==> src/rtl/fifo_ctrl_status_if.sv <==
// Handshake and status bundle between producer/consumer logic and the FIFO pointer controller.
// The master drives the requests and the slave (the controller) returns the RAM controls and status.
interface fifo_ctrl_status_if #(
    parameter int ADDR_WIDTH = 3
);
    logic                  w_en;
    logic                  r_en;
    logic                  clr;
    logic                  err_clr;
    logic                  we;
    logic                  re;
    logic [ADDR_WIDTH-1:0] w_addr;
    logic [ADDR_WIDTH-1:0] r_addr;
    logic [ADDR_WIDTH:0]   count;
    logic                  empty;
    logic                  full;
    logic                  almost_empty;
    logic                  almost_full;
    logic                  overflow;
    logic                  underflow;

    modport master (
        output w_en, r_en, clr, err_clr,
        input  we, re, w_addr, r_addr, count, empty, full,
               almost_empty, almost_full, overflow, underflow
    );

    modport slave (
        input  w_en, r_en, clr, err_clr,
        output we, re, w_addr, r_addr, count, empty, full,
               almost_empty, almost_full, overflow, underflow
    );
endinterface

==> src/rtl/fifo_ctrl_status.sv <==
// Pointer/status controller for a 2**ADDR_WIDTH-entry dual-port FIFO RAM: addresses, enables,
// occupancy, programmable almost flags, sticky overflow/underflow, and a synchronous flush.
module fifo_ctrl_status #(
    parameter int ADDR_WIDTH = 3,
    parameter int AF_LEVEL   = 6,
    parameter int AE_LEVEL   = 2
) (
    input logic              clk,
    input logic              reset,
    fifo_ctrl_status_if.slave bus
);
    localparam int PW = ADDR_WIDTH + 1;
    localparam logic [PW-1:0] AF_THRESH = PW'(AF_LEVEL);
    localparam logic [PW-1:0] AE_THRESH = PW'(AE_LEVEL);

    logic [PW-1:0] w_ptr_q, w_ptr_d;
    logic [PW-1:0] r_ptr_q, r_ptr_d;
    logic [PW-1:0] count_q, count_d;
    logic          overflow_q, overflow_d;
    logic          underflow_q, underflow_d;

    logic empty, full;
    logic w_accept, r_accept;
    logic we, re;

    // Pointers carry an extra wrap bit so full and empty are distinguishable with equal low bits.
    assign empty = (w_ptr_q == r_ptr_q);
    assign full  = (w_ptr_q[ADDR_WIDTH-1:0] == r_ptr_q[ADDR_WIDTH-1:0]) &&
                   (w_ptr_q[ADDR_WIDTH] != r_ptr_q[ADDR_WIDTH]);

    // Acceptance ignores clr so a flush never counts as a refused request.
    assign r_accept = bus.r_en & ~empty;
    assign w_accept = bus.w_en & (~full | r_accept);
    assign we       = w_accept & ~bus.clr;
    assign re       = r_accept & ~bus.clr;

    always_comb begin
        w_ptr_d     = w_ptr_q;
        r_ptr_d     = r_ptr_q;
        count_d     = count_q;
        overflow_d  = (overflow_q & ~bus.err_clr) | (bus.w_en & ~w_accept);
        underflow_d = (underflow_q & ~bus.err_clr) | (bus.r_en & ~r_accept);
        if (bus.clr) begin
            w_ptr_d = '0;
            r_ptr_d = '0;
            count_d = '0;
        end else begin
            w_ptr_d = w_ptr_q + PW'(we);
            r_ptr_d = r_ptr_q + PW'(re);
            count_d = count_q + PW'(we) - PW'(re);
        end
    end

    always_ff @(posedge clk) begin
        if (reset) begin
            w_ptr_q     <= '0;
            r_ptr_q     <= '0;
            count_q     <= '0;
            overflow_q  <= 1'b0;
            underflow_q <= 1'b0;
        end else begin
            w_ptr_q     <= w_ptr_d;
            r_ptr_q     <= r_ptr_d;
            count_q     <= count_d;
            overflow_q  <= overflow_d;
            underflow_q <= underflow_d;
        end
    end

    assign bus.we           = we;
    assign bus.re           = re;
    assign bus.w_addr       = w_ptr_q[ADDR_WIDTH-1:0];
    assign bus.r_addr       = r_ptr_q[ADDR_WIDTH-1:0];
    assign bus.count        = count_q;
    assign bus.empty        = empty;
    assign bus.full         = full;
    assign bus.almost_empty = (count_q <= AE_THRESH);
    assign bus.almost_full  = (count_q >= AF_THRESH);
    assign bus.overflow     = overflow_q;
    assign bus.underflow    = underflow_q;
endmodule
==> src/flat_wrapper.sv <==
// flat-port wrapper written by rule: the top's interface ports become plain ports
module fifo_ctrl_status_flat 
#(
    parameter int ADDR_WIDTH = 3,
    parameter int AF_LEVEL   = 6,
    parameter int AE_LEVEL   = 2
)
  (clk, reset, bus_w_en, bus_r_en, bus_clr, bus_err_clr, bus_we, bus_re, bus_w_addr, bus_r_addr, bus_count, bus_empty, bus_full, bus_almost_empty, bus_almost_full, bus_overflow, bus_underflow);
  fifo_ctrl_status_if #(.ADDR_WIDTH(ADDR_WIDTH)) bus_i ();
  input logic clk;
  input logic reset;
  input wire logic [$bits(bus_i.w_en)-1:0] bus_w_en;
  input wire logic [$bits(bus_i.r_en)-1:0] bus_r_en;
  input wire logic [$bits(bus_i.clr)-1:0] bus_clr;
  input wire logic [$bits(bus_i.err_clr)-1:0] bus_err_clr;
  output wire logic [$bits(bus_i.we)-1:0] bus_we;
  output wire logic [$bits(bus_i.re)-1:0] bus_re;
  output wire logic [$bits(bus_i.w_addr)-1:0] bus_w_addr;
  output wire logic [$bits(bus_i.r_addr)-1:0] bus_r_addr;
  output wire logic [$bits(bus_i.count)-1:0] bus_count;
  output wire logic [$bits(bus_i.empty)-1:0] bus_empty;
  output wire logic [$bits(bus_i.full)-1:0] bus_full;
  output wire logic [$bits(bus_i.almost_empty)-1:0] bus_almost_empty;
  output wire logic [$bits(bus_i.almost_full)-1:0] bus_almost_full;
  output wire logic [$bits(bus_i.overflow)-1:0] bus_overflow;
  output wire logic [$bits(bus_i.underflow)-1:0] bus_underflow;
  assign bus_i.w_en = bus_w_en;
  assign bus_i.r_en = bus_r_en;
  assign bus_i.clr = bus_clr;
  assign bus_i.err_clr = bus_err_clr;
  assign bus_we = bus_i.we;
  assign bus_re = bus_i.re;
  assign bus_w_addr = bus_i.w_addr;
  assign bus_r_addr = bus_i.r_addr;
  assign bus_count = bus_i.count;
  assign bus_empty = bus_i.empty;
  assign bus_full = bus_i.full;
  assign bus_almost_empty = bus_i.almost_empty;
  assign bus_almost_full = bus_i.almost_full;
  assign bus_overflow = bus_i.overflow;
  assign bus_underflow = bus_i.underflow;
  fifo_ctrl_status #(.ADDR_WIDTH(ADDR_WIDTH), .AF_LEVEL(AF_LEVEL), .AE_LEVEL(AE_LEVEL)) u_core (.clk(clk), .reset(reset), .bus(bus_i));
endmodule
==> config.mk <==
export PLATFORM = sky130hd
export DESIGN_NAME = fifo_ctrl_status_flat
export DESIGN_NICKNAME = d
export VERILOG_FILES = /design/src/rtl/fifo_ctrl_status_if.sv /design/src/rtl/fifo_ctrl_status.sv /design/src/flat_wrapper.sv
export SDC_FILE = /design/constraint.sdc
export NUM_CORES = 1
export LEC_CHECK = 0
export CAP_MARGIN = 20
export CORE_UTILIZATION = 43
export CTS_BUF_LIST = sky130_fd_sc_hd__clkbuf_2
export DETAILED_ROUTE_END_ITERATION = 12
export GPL_TIMING_DRIVEN = 0
export PLACE_DENSITY = 0.79
export SLEW_MARGIN = 20
export SYNTH_ARGS = -nofsm -noshare
export SYNTH_HDL_FRONTEND = slang
export SYNTH_SLANG_ARGS = --single-unit
==> constraint.sdc <==
create_clock -name clk -period 2.05 [get_ports clk]
set_input_delay 0.41 -clock clk [delete_from_list [all_inputs] [get_ports clk]]
set_output_delay 0.41 -clock clk [all_outputs]
set_load 0.01 [all_outputs]
==> reports/summary.txt, run 1 <==
Status -> complete, but fails checks
Failing checks -> negative setup slack
CTS Root Cell -> clkbuf_2
Layout Skew -> 0.0194 ns
Async S/R FF share, synth -> 0
Pwr per Cell Area -> 380 mW/mm2
Post-synth top area cell -> dfxtp_1
Final Setup Violations -> 4
Synthesized cell area -> 805 um2
Startpoint Class -> flip-flop
Total number of yosys warnings -> 0
CP bufs+invs -> 2
Port-buffer cells -> 23
Total grt overflow -> 0
I/O pin count -> 24
Drt first pass iters -> 4
Worst hold path type -> reg -> reg
Pleak -> 0.567 nW
WS Path Type -> reg -> reg
Syn Area/Cell -> 9.25 um2
Adder-Cell Fraction of Synth Area -> 0.196
Syn_nets -> 105
Routed vias/inst -> 4.81
Final TNS setup -> -0.597 ns
Vias in the first global route -> 688
Clk_lat worst skew -> 0.28 ns
Chip Height -> 45.3 um
Most common cell after layout, fill and taps aside -> buf_4
Total Wirelength -> 2110 um
CTS tree -> built
Pwr Total -> 0.498 mW
Slowest Stage Delay on Critical Path -> 0.53 ns
Top cells by area, synth -> dfxtp_1, ha_1, buf_4, xnor2_1, xor2_1
Post-synthesis simple-gate area fraction -> 0.180
Ant. Diodes -> 0
CP top delay family -> adder cells
Die ar. -> 0.00205 mm2
Number of synthesized flops with an enable pin -> 0
Initial Util -> 0.461
Initial DRC Count -> 11
Yosys cell types -> 27
Crit-path slowest cell -> fa_2
Area delta synth->final -> 63.0%
Worst-path maximum fanout -> 3
Ys flop type -> dfxtp_1
Main combinational cell family by area after synthesis -> adder cells
Area share of the largest cell type after synthesis -> 0.348
Max_slew headroom -> 0.757
Most frequent cells in the layout -> buf_4, clkdlybuf4s50_1, nor2_1, ha_1
Residual DRC -> 0
Worst-margin pin slew -> 0.364 ns
Net count, final -> 146
Fin. max-slew vios -> 0
F_max -> 439 MHz
Final HPWL DP -> 1190 um
DIE WIDTH -> 45.3 um
Area of the core -> 0.00175 mm2
CTS sink count -> 14
Crit-path cells -> xor2_2 > and4b_4 > nor3_4 > ha_4 > inv_2 > ha_4 > inv_2 > fa_2 > nor2_1
Seq/Total Area, Yosys -> 0.348
Longest Clk Path Bufs -> 2
Rows -> 15
Max-cap viol count -> 0
Final setup margin -> -0.227 ns
Register bit total from synthesis -> 14
Post-CTS Hold Buffers -> 0
Synth Area in Compound Gates -> 0.0622
Largest net degree at the start of global routing -> 9
Data required, critical path -> 2.22 ns
GR Util All Layers -> 0.204
Antenna violations before repair -> 0
Worst-path clk slew -> 0.17 ns
First-pass GRT wire length -> 2880 um
XOR/XNOR Fraction of Synth Area -> 0.0980
CP Capture Type -> flip-flop
Total CTS buffers -> 3
WL/cell -> 13.9 um
RSZ-0062 raised after global routing -> true
Mapped Cells -> 87
Post-route ant nets -> 0
Final Hold Vio Count -> 0
Htree depth -> 1
Min Tclk post-route -> 2.28 ns
Worst VDD drop -> 0.392 mV
Mux cell area share after synthesis -> 0.0124
Share of cells above drive strength 1 -> 0.378
Share of the clock period used by the worst path after layout -> 1.11
Vias -> 731
CP Data Arrival Time -> 2.45 ns
Routability-driven placement congestion ratio -> 0.651
## logic make-up (layout without fill, tap and decap cells)
kind of cell,after synthesis,count (layout)
AND/OR/NAND/NOR,28,28
buffers and inverters,16,56
AO/OA/AOI/OAI,7,7
XOR/XNOR,9,9
flip-flops,14,14
multiplexers,1,1
adder cells (fa/ha/maj),12,12
## final cells by class
type	count	area [um2]
Multi-Input combinational cell	57	559
Fill cell	122	434
Timing Repair Buffer	36	324
Sequential cell	14	295
Buffer	7	48.8
Inverter	9	33.8
Tap cell	25	31.3
Clock buffer	3	15.0
Clock inverter	1	3.75
## registers in the layout, summed over array words and instances (netlist names)
register,count
u_core.bus.underflow,1
u_core.r_ptr_q,4
u_core.bus.overflow,1
u_core.bus.count,4
u_core.w_ptr_q,4
## through the flow
step	setup slack (ns)	hold WS, ns	cells	instance area, um2	util
6_report	-0.227	0.493	152	1310	0.751
5_1_grt	-0.310	0.518	152	1310	0.751
4_1_cts	-0.168	0.502	150	1210	0.696
3_5_place_dp	-0.414	0.466	135	1080	0.618
3_3_place_gp	-0.367	0.455	135	1080	0.618
2_1_floorplan	-0.0309	0.475	87	817	-
## report_power, final
part / total (mW) / internal (mW) / switching (mW)
logic: 0.0782 / 0.0426 / 0.0355
clock network: 0.141 / 0.0425 / 0.0983
registers: 0.279 / 0.274 / 0.00476
total: 0.498 / 0.360 / 0.139
## synthesized netlist by cell type, drive strengths merged (3+ instances only)
cell / instances
dfxtp: 14
ha: 11
inv: 9
nor2: 9
buf: 6
and2: 5
xnor2: 5
nand2: 4
xor2: 4
nand3: 3
## per-layer routing
layer | global-route usage | wire length (um)
met5 | 0 | 0
met3 | 0.0480 | 60
met4 | 0.0727 | 10
met2 | 0.383 | 1180
met1 | 0.218 | 863
## worst paths after layout
kind / startpoint / end / slack, ns / cells past startpoint
hold reg to reg: u_core.bus.underflow / u_core.bus.underflow / 0.49 / 1
hold / removal: u_core.bus.underflow / u_core.bus.underflow / 0.49 / 1
setup reg to reg: u_core.w_ptr_q[3] / u_core.bus.count[1] / -0.23 / 9
setup / recovery: u_core.w_ptr_q[3] / u_core.bus.count[1] / -0.23 / 9
## repair_timing
action | in CTS | in global routing
resized for setup | 19 | 16
pin swaps | 5 | 10
endpoints found under the setup margin | 8 | 6
setup buffers | 11 | 4
No activity file was read; power rests on OpenSTA's default activity.
==> run 2: changes to the inputs <==
CAP_MARGIN = 30   (was 20)
==> results of run 2 <==
Same layout as run 1: the final DEF is identical, and so are final timing and power.
